[config.mk]
export PLATFORM = sky130hd
export DESIGN_NAME = demo004_producer
export DESIGN_NICKNAME = d
export VERILOG_FILES = /design/src/rtl/demo004_pkg.sv /design/src/rtl/demo004_debounce.sv /design/src/rtl/demo004_producer.sv
export SDC_FILE = /design/constraint.sdc
export NUM_CORES = 1
export LEC_CHECK = 0
export BUFFER_PORTS_ARGS = -buffer_cell sky130_fd_sc_hd__buf_2
export CORE_MARGIN = 2
export CORE_UTILIZATION = 59
export CTS_CLUSTER_DIAMETER = 60
export DETAILED_ROUTE_END_ITERATION = 10
export PLACE_DENSITY_LB_ADDON = 0.08
export SLEW_MARGIN = 30
export SYNTH_ARGS = -nofsm -noshare
export SYNTH_HDL_FRONTEND = slang
export SYNTH_SLANG_ARGS = --single-unit
[constraint.sdc]
create_clock -name aclk -period 2.8 [get_ports aclk]
set_clock_uncertainty 0.05 [all_clocks]
set_input_delay 0.56 -clock aclk [delete_from_list [all_inputs] [get_ports aclk]]
set_output_delay 0.56 -clock aclk [all_outputs]
set_load 0.01 [all_outputs]
[src/rtl/demo004_pkg.sv]
// Shared byte encoding and default sizing for the demo004 producer/consumer pair.
package demo004_pkg;

    localparam logic [7:0] BYTE_LOW  = 8'h00;
    localparam int         HIGH_FLAG = 7;
    localparam int         SEQ_W     = 7;

    localparam int DEFAULT_DEBOUNCE_CYCLES  = 16;
    localparam int DEFAULT_FIFO_DEPTH       = 4;
    localparam int DEFAULT_HEARTBEAT_CYCLES = 1024;

    typedef logic [SEQ_W-1:0] seq_t;

    // Byte reported while the debounced level is high: flag bit plus sequence number.
    function automatic logic [7:0] high_byte(input seq_t seq);
        logic [7:0] b;
        b               = BYTE_LOW;
        b[HIGH_FLAG]    = 1'b1;
        b[SEQ_W-1:0]    = seq;
        return b;
    endfunction

endpackage

[src/rtl/demo004_debounce.sv]
// Two-flop synchronizer and debouncer for an asynchronous level input.
// Emits the accepted level plus one-cycle rise/fall pulses aligned with its changes.
module demo004_debounce
    import demo004_pkg::*;
#(
    parameter int DEBOUNCE_CYCLES = DEFAULT_DEBOUNCE_CYCLES
) (
    input  logic aclk,
    input  logic areset,
    input  logic btn_in,
    output logic level,
    output logic rise,
    output logic fall
);

    localparam int                CNT_W    = $clog2(DEBOUNCE_CYCLES + 1);
    localparam logic [CNT_W-1:0]  CNT_LAST = CNT_W'(DEBOUNCE_CYCLES - 1);

    logic             sync_q1;
    logic             sync_q2;
    logic [CNT_W-1:0] stable_cnt;

    // NOTE: registers use non-blocking assignments so every flop samples pre-edge values.
    always_ff @(posedge aclk) begin
        if (areset) begin
            sync_q1    <= 1'b0;
            sync_q2    <= 1'b0;
            level      <= 1'b0;
            stable_cnt <= '0;
            rise       <= 1'b0;
            fall       <= 1'b0;
        end else begin
            sync_q1 <= btn_in;
            sync_q2 <= sync_q1;
            rise    <= 1'b0;
            fall    <= 1'b0;
            // Any sample that matches the current level restarts the stability window.
            if (sync_q2 == level) begin
                stable_cnt <= '0;
            end else if (stable_cnt == CNT_LAST) begin
                level      <= sync_q2;
                stable_cnt <= '0;
                rise       <= sync_q2;
                fall       <= !sync_q2;
            end else begin
                stable_cnt <= stable_cnt + CNT_W'(1);
            end
        end
    end

endmodule

[src/rtl/demo004_producer.sv]
// Debounced button event producer feeding an AXI-Stream byte FIFO with sticky overflow.
// Optional periodic level heartbeat: define DEMO004_PRODUCER_HEARTBEAT_EN.
module demo004_producer
    import demo004_pkg::*;
#(
    parameter int DEBOUNCE_CYCLES  = DEFAULT_DEBOUNCE_CYCLES,
    parameter int FIFO_DEPTH       = DEFAULT_FIFO_DEPTH,
    parameter int HEARTBEAT_CYCLES = DEFAULT_HEARTBEAT_CYCLES
) (
    input  logic       aclk,
    input  logic       areset,
    input  logic       btn_in,
    output logic       m_axis_tvalid,
    input  logic       m_axis_tready,
    output logic [7:0] m_axis_tdata,
    output logic       overflow
);

    localparam int AW = $clog2(FIFO_DEPTH);

    if (FIFO_DEPTH < 2 || (FIFO_DEPTH & (FIFO_DEPTH - 1)) != 0 ||
        DEBOUNCE_CYCLES < 1 || HEARTBEAT_CYCLES < 2) begin : g_bad_params
        $error("demo004_producer: illegal parameter combination");
    end

    logic level;
    logic rise;
    logic fall;

    demo004_debounce #(
        .DEBOUNCE_CYCLES(DEBOUNCE_CYCLES)
    ) u_debounce (
        .aclk   (aclk),
        .areset (areset),
        .btn_in (btn_in),
        .level  (level),
        .rise   (rise),
        .fall   (fall)
    );

    seq_t          seq;
    logic [7:0]    mem [FIFO_DEPTH];
    logic [AW-1:0] wr_ptr;
    logic [AW-1:0] rd_ptr;
    logic [AW:0]   occupancy;
    logic [AW:0]   occupancy_next;
    logic          push_req;
    logic          push_ok;
    logic          pop;
    logic          full;
    logic [7:0]    push_byte;

`ifdef DEMO004_PRODUCER_HEARTBEAT_EN
    localparam int               HB_W    = $clog2(HEARTBEAT_CYCLES);
    localparam logic [HB_W-1:0]  HB_LAST = HB_W'(HEARTBEAT_CYCLES - 1);

    logic [HB_W-1:0] hb_cnt;
    logic            hb_due;

    assign hb_due = (hb_cnt == HB_LAST);

    // Events and heartbeats both restart the period; an event wins a tie.
    always_ff @(posedge aclk) begin
        if (areset) begin
            hb_cnt <= '0;
        end else if (rise || fall || hb_due) begin
            hb_cnt <= '0;
        end else begin
            hb_cnt <= hb_cnt + HB_W'(1);
        end
    end

    assign push_req = rise || fall || hb_due;
`else
    assign push_req = rise || fall;
`endif

    // rise/fall pulse together with the new level, so one encoding covers events and heartbeats.
    assign push_byte     = level ? high_byte(seq) : BYTE_LOW;
    assign full          = (occupancy == (AW+1)'(FIFO_DEPTH));
    assign m_axis_tvalid = (occupancy != '0);
    assign m_axis_tdata  = m_axis_tvalid ? mem[rd_ptr] : BYTE_LOW;
    assign pop           = m_axis_tvalid && m_axis_tready;
    assign push_ok       = push_req && (!full || pop);

    always_comb begin
        // NOTE: default first so every path assigns occupancy_next and no latch is inferred.
        occupancy_next = occupancy;
        if (push_ok && !pop) begin
            occupancy_next = occupancy + (AW+1)'(1);
        end else if (pop && !push_ok) begin
            occupancy_next = occupancy - (AW+1)'(1);
        end
    end

    always_ff @(posedge aclk) begin
        if (areset) begin
            wr_ptr    <= '0;
            rd_ptr    <= '0;
            occupancy <= '0;
            seq       <= '0;
            overflow  <= 1'b0;
        end else begin
            occupancy <= occupancy_next;
            if (push_ok) begin
                wr_ptr <= wr_ptr + AW'(1);
            end
            if (pop) begin
                rd_ptr <= rd_ptr + AW'(1);
            end
            // Dropped rising events still consume a sequence number.
            if (rise) begin
                seq <= seq + SEQ_W'(1);
            end
            if (push_req && !push_ok) begin
                overflow <= 1'b1;
            end
        end
    end

    // NOTE: storage is not reset; emptiness is tracked by occupancy and tdata is gated when empty.
    always_ff @(posedge aclk) begin
        if (push_ok) begin
            mem[wr_ptr] <= push_byte;
        end
    end

endmodule

* Yosys cells after proc, flatten, opt, wreduce, memory -nomap -nowiden *
Memories as Yosys holds them, arrays and structs flattened. A register that Yosys moved wholly into a read port is not among the register bits.
Index checks and enable logic that the tools add are counted.

word-level totals
  latch bits = 0
  input port bits = 4
  flip-flop bits (word level) = 25
  output and inout bits = 10
  memories kept = 1
  word-level logic and storage cells = 47
  bits in writable memories = 32
  ROM bits = 0

memories
  memory  depth  bits a word  rd ports  clocked after memory_dff  wr ports  line                    source
  mem     4      8            1         1                         1         demo004_producer.sv:42  logic [7:0] mem [FIFO_DEPTH];

operators by class
  $add $sub $neg = 6
  divide/modulo/power cells = 0
  bitwise operators = 2
  reduce and logical (&&, ||, !) cells = 16
  $mul = 0
  muxes and demuxes = 8
  order comparisons = 0
  shift operators = 0
  equal/unequal tests = 3

operators with widths
  kind                 count
  $mux 8               2
  $add 7x1->7 const B  1
  $mux 3               2
  $reduce_or 3->1      2
  $add 5x1->5 const B  1
  $eq 5x4->1 const B   1
  $logic_and 1x1->1    5
  $add 2x1->2 const B  2
  $logic_not 1->1      4
  $mux 2               2
  $add 3x1->3 const B  1
  $eq 3x3->1 const B   1
  $reduce_bool 3->1    1
  $sub 3x1->3 const B  1
  $logic_or 1x1->1     2
  $mux 1               2
  $not 1->1            2
  $reduce_and 2->1     1
  $reduce_bool 2->1    1
  $eq 1x1->1           1

* Depth between registers and ports, before layout *
  word-level depth = 8
  depth in mapped cells = 9
  depth with buffers taken out = 8

* By module *
A second synthesis with hierarchy kept.

second synthesis, totals
  cell total of the unflattened synthesis = 175
  area, all modules = 2,408.6 µm²

modules (own cells, without submodules)
  module            seq. area each (µm²)  cells each  area an instance (µm²)  instances
  demo004_producer  1,301.2               144         2,057.0                 1
  demo004_debounce  200.2                 31          351.6                   1

* Worst setup path before layout *
OpenSTA, ideal clock, no wires.

  path kind = flip-flop to flip-flop
  from = register occupancy[0]
  to = register occupancy[2]
  library setup time = 0.070 ns
  cell stages (with the launch flop) = 8
  slack = 0.744 ns
  period minus slack after synthesis = 2.056 ns
  path buffers = 0
  required time = 2.680 ns
  arrival = 1.937 ns
  cells stage by stage = dfxtp_1 -> o31ai_1 -> ha_1 -> inv_1 -> fa_1 -> xor2_1 -> or3_1 -> a21oi_1

on the way
  cells in the longest elaborated chain, start to end = 7
  elaborated cells on any way between the ends = 15
  classes of those cells = add/sub: 2; eq/ne: 1; mux: 2; reduce/logical: 10

ends and longest elaborated chain
  what                                                                 line                     source
  start: declaration                                                   demo004_producer.sv:45   logic [AW:0] occupancy;
  start signal: assignment                                             demo004_producer.sv:104  occupancy <= occupancy_next;
  parallel branches: the longest is 7 deep, another holds $sub 3x1->3  --

Parallel ways; which one is timed is not known. The select of a mux whose other input is x is not followed.
A chain may end at the register's enable or synchronous reset.

==> flow_metrics.tcl <==
set metrics [dict create \
    status "completed" \
    synthArstFlopShare_pct 0 \
    cp-endpoint "m_axis_tdata[0]" \
    antenna_cells 0 \
    setup_viol 0 \
    fmax_mhz 408.1 \
    yosysUniqueCellTypes 31 \
    crit_path_end_kind "output port" \
    start_util_pct 60.68 \
    crit_arrival_ns 1.84 \
    worstSkewPairLatency_ns 0.33 \
    final_core_util_pct 67.39 \
    layout-drive-gt1-share_pct 18.69 \
    synthesis.area_um2 2410 \
    drc 0 \
    die_area_um2 4612 \
    synth_nets 188 \
    max-vdd-ir-drop_mv 0.4849 \
    die_h_um 67.91 \
    p_sw_mw 0.5872 \
    crit_path_max_fanout 8 \
    wl_per_cell_um 14.96 \
    clkPwrFrac_pct 31.1 \
    numCtsBuffers 9 \
    reg2reg_to "occupancy[2]$_SDFFE_PP0P_" \
    nets 206 \
    r2r_slack_ns 0.56 \
    yosys_warnings 0 \
    clockRootBuffer "clkbuf_8" \
    hold_viol 0 \
    postCtsSetupRepairBufs 0 \
    drt-initial-drc-count 67 \
    vias 1322 \
    worst_pin_slew_ns 0.5599 \
    maxCapViolCount 0 \
    avgSynthCellArea_um2 13.77 \
    p_sw_share_pct 27.90 \
    grt_usage_pct 18.95 \
    synth_seq_cells 59 \
    grt_pass1_vias 1324 \
    leakage_nw 0.9926 \
    startpoint_type "flop" \
    netlist_instances 175 \
    synth-edff-count 32 \
    postCtsResizedCells 0 \
    cp.required_ns 2.19 \
    synth.largest_area_cell "edfxtp_1" \
    ant_nets 0 \
    area_growth_pct 11.06 \
    clock_sinks 59 \
    core_um2 3971 \
    r2r.worst_path.cells 7 \
    rows 23 \
    seq_area_frac_synth_pct 62.31 \
    r2r_start "occupancy[0]$_SDFFE_PP0P_" \
    tns_ns 0 \
    first_pass_iters 4 \
    synth_ff_type "edfxtp_1" \
    grt_first_pass_wirelength_um 5982 \
    period_share_pct 87.51 \
    path_class "flop to output port" \
    die_w_um 67.91 \
    htree_levels 3 \
    layout_min_cycle_time_ns 2.450 \
    relSlewSlack_pct 62.62 \
    synth_top_area_share_pct 39.88 \
    gp_congestion 0.6822 \
    port_buffers 13 \
    vias_per_cell 5.331 \
    clockBufferDepth 2 \
    seqPwrFrac_pct 48.6 \
    ioPinCount 14 \
    grt_setup_unrepaired "false" \
    cts_tree "yes" \
    power_density_nw_per_um2 786.4 \
    holdWs_ns 0.3918 \
    slew_viol_final 0 \
    comb_power_share_pct 20.3 \
    grt_start_max_net_pins 25 \
    clk_pin_slew_ns 0.06 \
    hold_buffers 0 \
    grt_overflow_total 0 \
    drt-total-wl_um 3709 \
    dp_hpwl_um 2515 \
    yosys-top-cells-area "edfxtp_1, dfxtp_1, mux4_2" \
    p_int_mw 1.517 \
    grt_antenna_before_repair 0 \
    hold_path_class "primary input to flop" \
]
-- cells in the final DEF (no fill, tap or decap), types with 2 or more instances in the layout --
master    instances
nor2_1           18
nor2b_1          10
mux2i_1           4
buf_2            13
edfxtp_1         32
mux4_2            8
ha_1              8
inv_1             7
dfxtp_1          27
xor2_1            7
or3_1             5
clkinv_1          3
clkbuf_8         11
nand2_1           4
and2_1           11
nand2b_1          2
nand4_1           2
xnor2_1           3
a21oi_1           5
nor4bb_1          2
o21ai_0           5
-- metal layers --
| metal | vias up | GRT usage (%) | part of all wire (%) |
|---|---|---|---|
| li1 | 659 | - | - |
| met1 | 630 | 22.90 | 45 |
| met2 | 28 | 30.27 | 50 |
| met3 | 5 | 6.414 | 4.7 |
| met4 | 0 | 9.750 | 0.78 |
| met5 | - | 0 | 0 |
-- sequential cells by signal, summed over array words and instances (netlist names), named ones only --
| name | cells |
|---|---|
| u_debounce.level | 1 |
| seq | 7 |
| u_debounce.fall | 1 |
| overflow | 1 |
| u_debounce.sync_q1 | 1 |
| wr_ptr | 2 |
| u_debounce.stable_cnt | 5 |
| occupancy | 3 |
| mem | 32 |
| u_debounce.rise | 1 |
| u_debounce.sync_q2 | 1 |
| rd_ptr | 2 |
-- cells in the mapped netlist (2+ instances only) --
cell type and instances:
nand4_1 2, nor2b_1 10, ha_1 8, nor4bb_1 2, mux4_2 8, mux2i_1 4
clkbuf_1 2, a21oi_1 5, or3_1 5, inv_1 7, xor2_1 7, o21ai_0 5
nand2_1 4, dfxtp_1 27, and2_1 11, nor2_1 18, xnor2_1 3, edfxtp_1 32
nand2b_1 2, buf_2 2
-- through the flow --
| stage | worst slack, ns | area, um2 | cells | power (mW) |
|---|---|---|---|---|
| final | 0.3499 | 2676 | 248 | 2.105 |
| after global routing | 0.2050 | 2676 | 248 | 2.225 |
| after CTS | 0.2859 | 2676 | 248 | 2.143 |
| after detailed placement | 0.4916 | 2505 | 232 | 1.483 |
| after global placement | 0.5650 | 2505 | 232 | 1.450 |
| after floorplan | 0.7436 | 2410 | 175 | 1.337 |
-- how the worst min path moves through the flow --
stage / from / slack [ns] / endpoint / depth (start not counted)
after floorplan: u_debounce.sync_q1$_SDFF_PP0_ / 0.36 / u_debounce.sync_q2$_SDFF_PP0_ / 1
after global placement: u_debounce.sync_q1$_SDFF_PP0_ / 0.38 / u_debounce.sync_q2$_SDFF_PP0_ / 1
after detailed placement: u_debounce.sync_q1$_SDFF_PP0_ / 0.38 / u_debounce.sync_q2$_SDFF_PP0_ / 1
after CTS: btn_in / 0.38 / u_debounce.sync_q1$_SDFF_PP0_ / 2
after global routing: btn_in / 0.40 / u_debounce.sync_q1$_SDFF_PP0_ / 2
final: btn_in / 0.39 / u_debounce.sync_q1$_SDFF_PP0_ / 2
-- cells by family after synthesis --
kind of cell | share of synthesized area [%]
and+or+nand+nor | 14.17
DFF | 62.31
buffers and inverters | 2.752
muxes | 9.761
AOI/OAI and AO/OA | 2.388
xor gates and xnor gates | 3.635
adders and majority gates | 4.985
-- worst max-delay path, cell delays in order, from the launching register on --
cell	delay [ns]
dfxtp_1	0.67
mux4_2	0.57
nor2b_1	0.14
buf_2	0.14
-- power by group through the flow --
stage	Sequential (mW)	Clock (mW)	Combinational, mW
finish	1.02	0.654	0.428
global route	1.03	0.714	0.480
CTS	1.03	0.673	0.445
detailed placement	1.04	0	0.440
global placement	1.04	0	0.410
floorplan	0.999	0	0.337
-- final cells by class --
| cell class | count | area (um2) |
|---|---|---|
| Sequential cell | 59 | 1501 |
| Fill cell | 279 | 1295 |
| Timing Repair Buffer | 14 | 72.57 |
| Clock buffer | 12 | 155.1 |
| Tap cell | 50 | 62.56 |
| Multi-Input combinational cell | 102 | 842.1 |
| Clock inverter | 4 | 16.27 |
| Inverter | 7 | 26.28 |
Power figures use the tool's default switching activity.
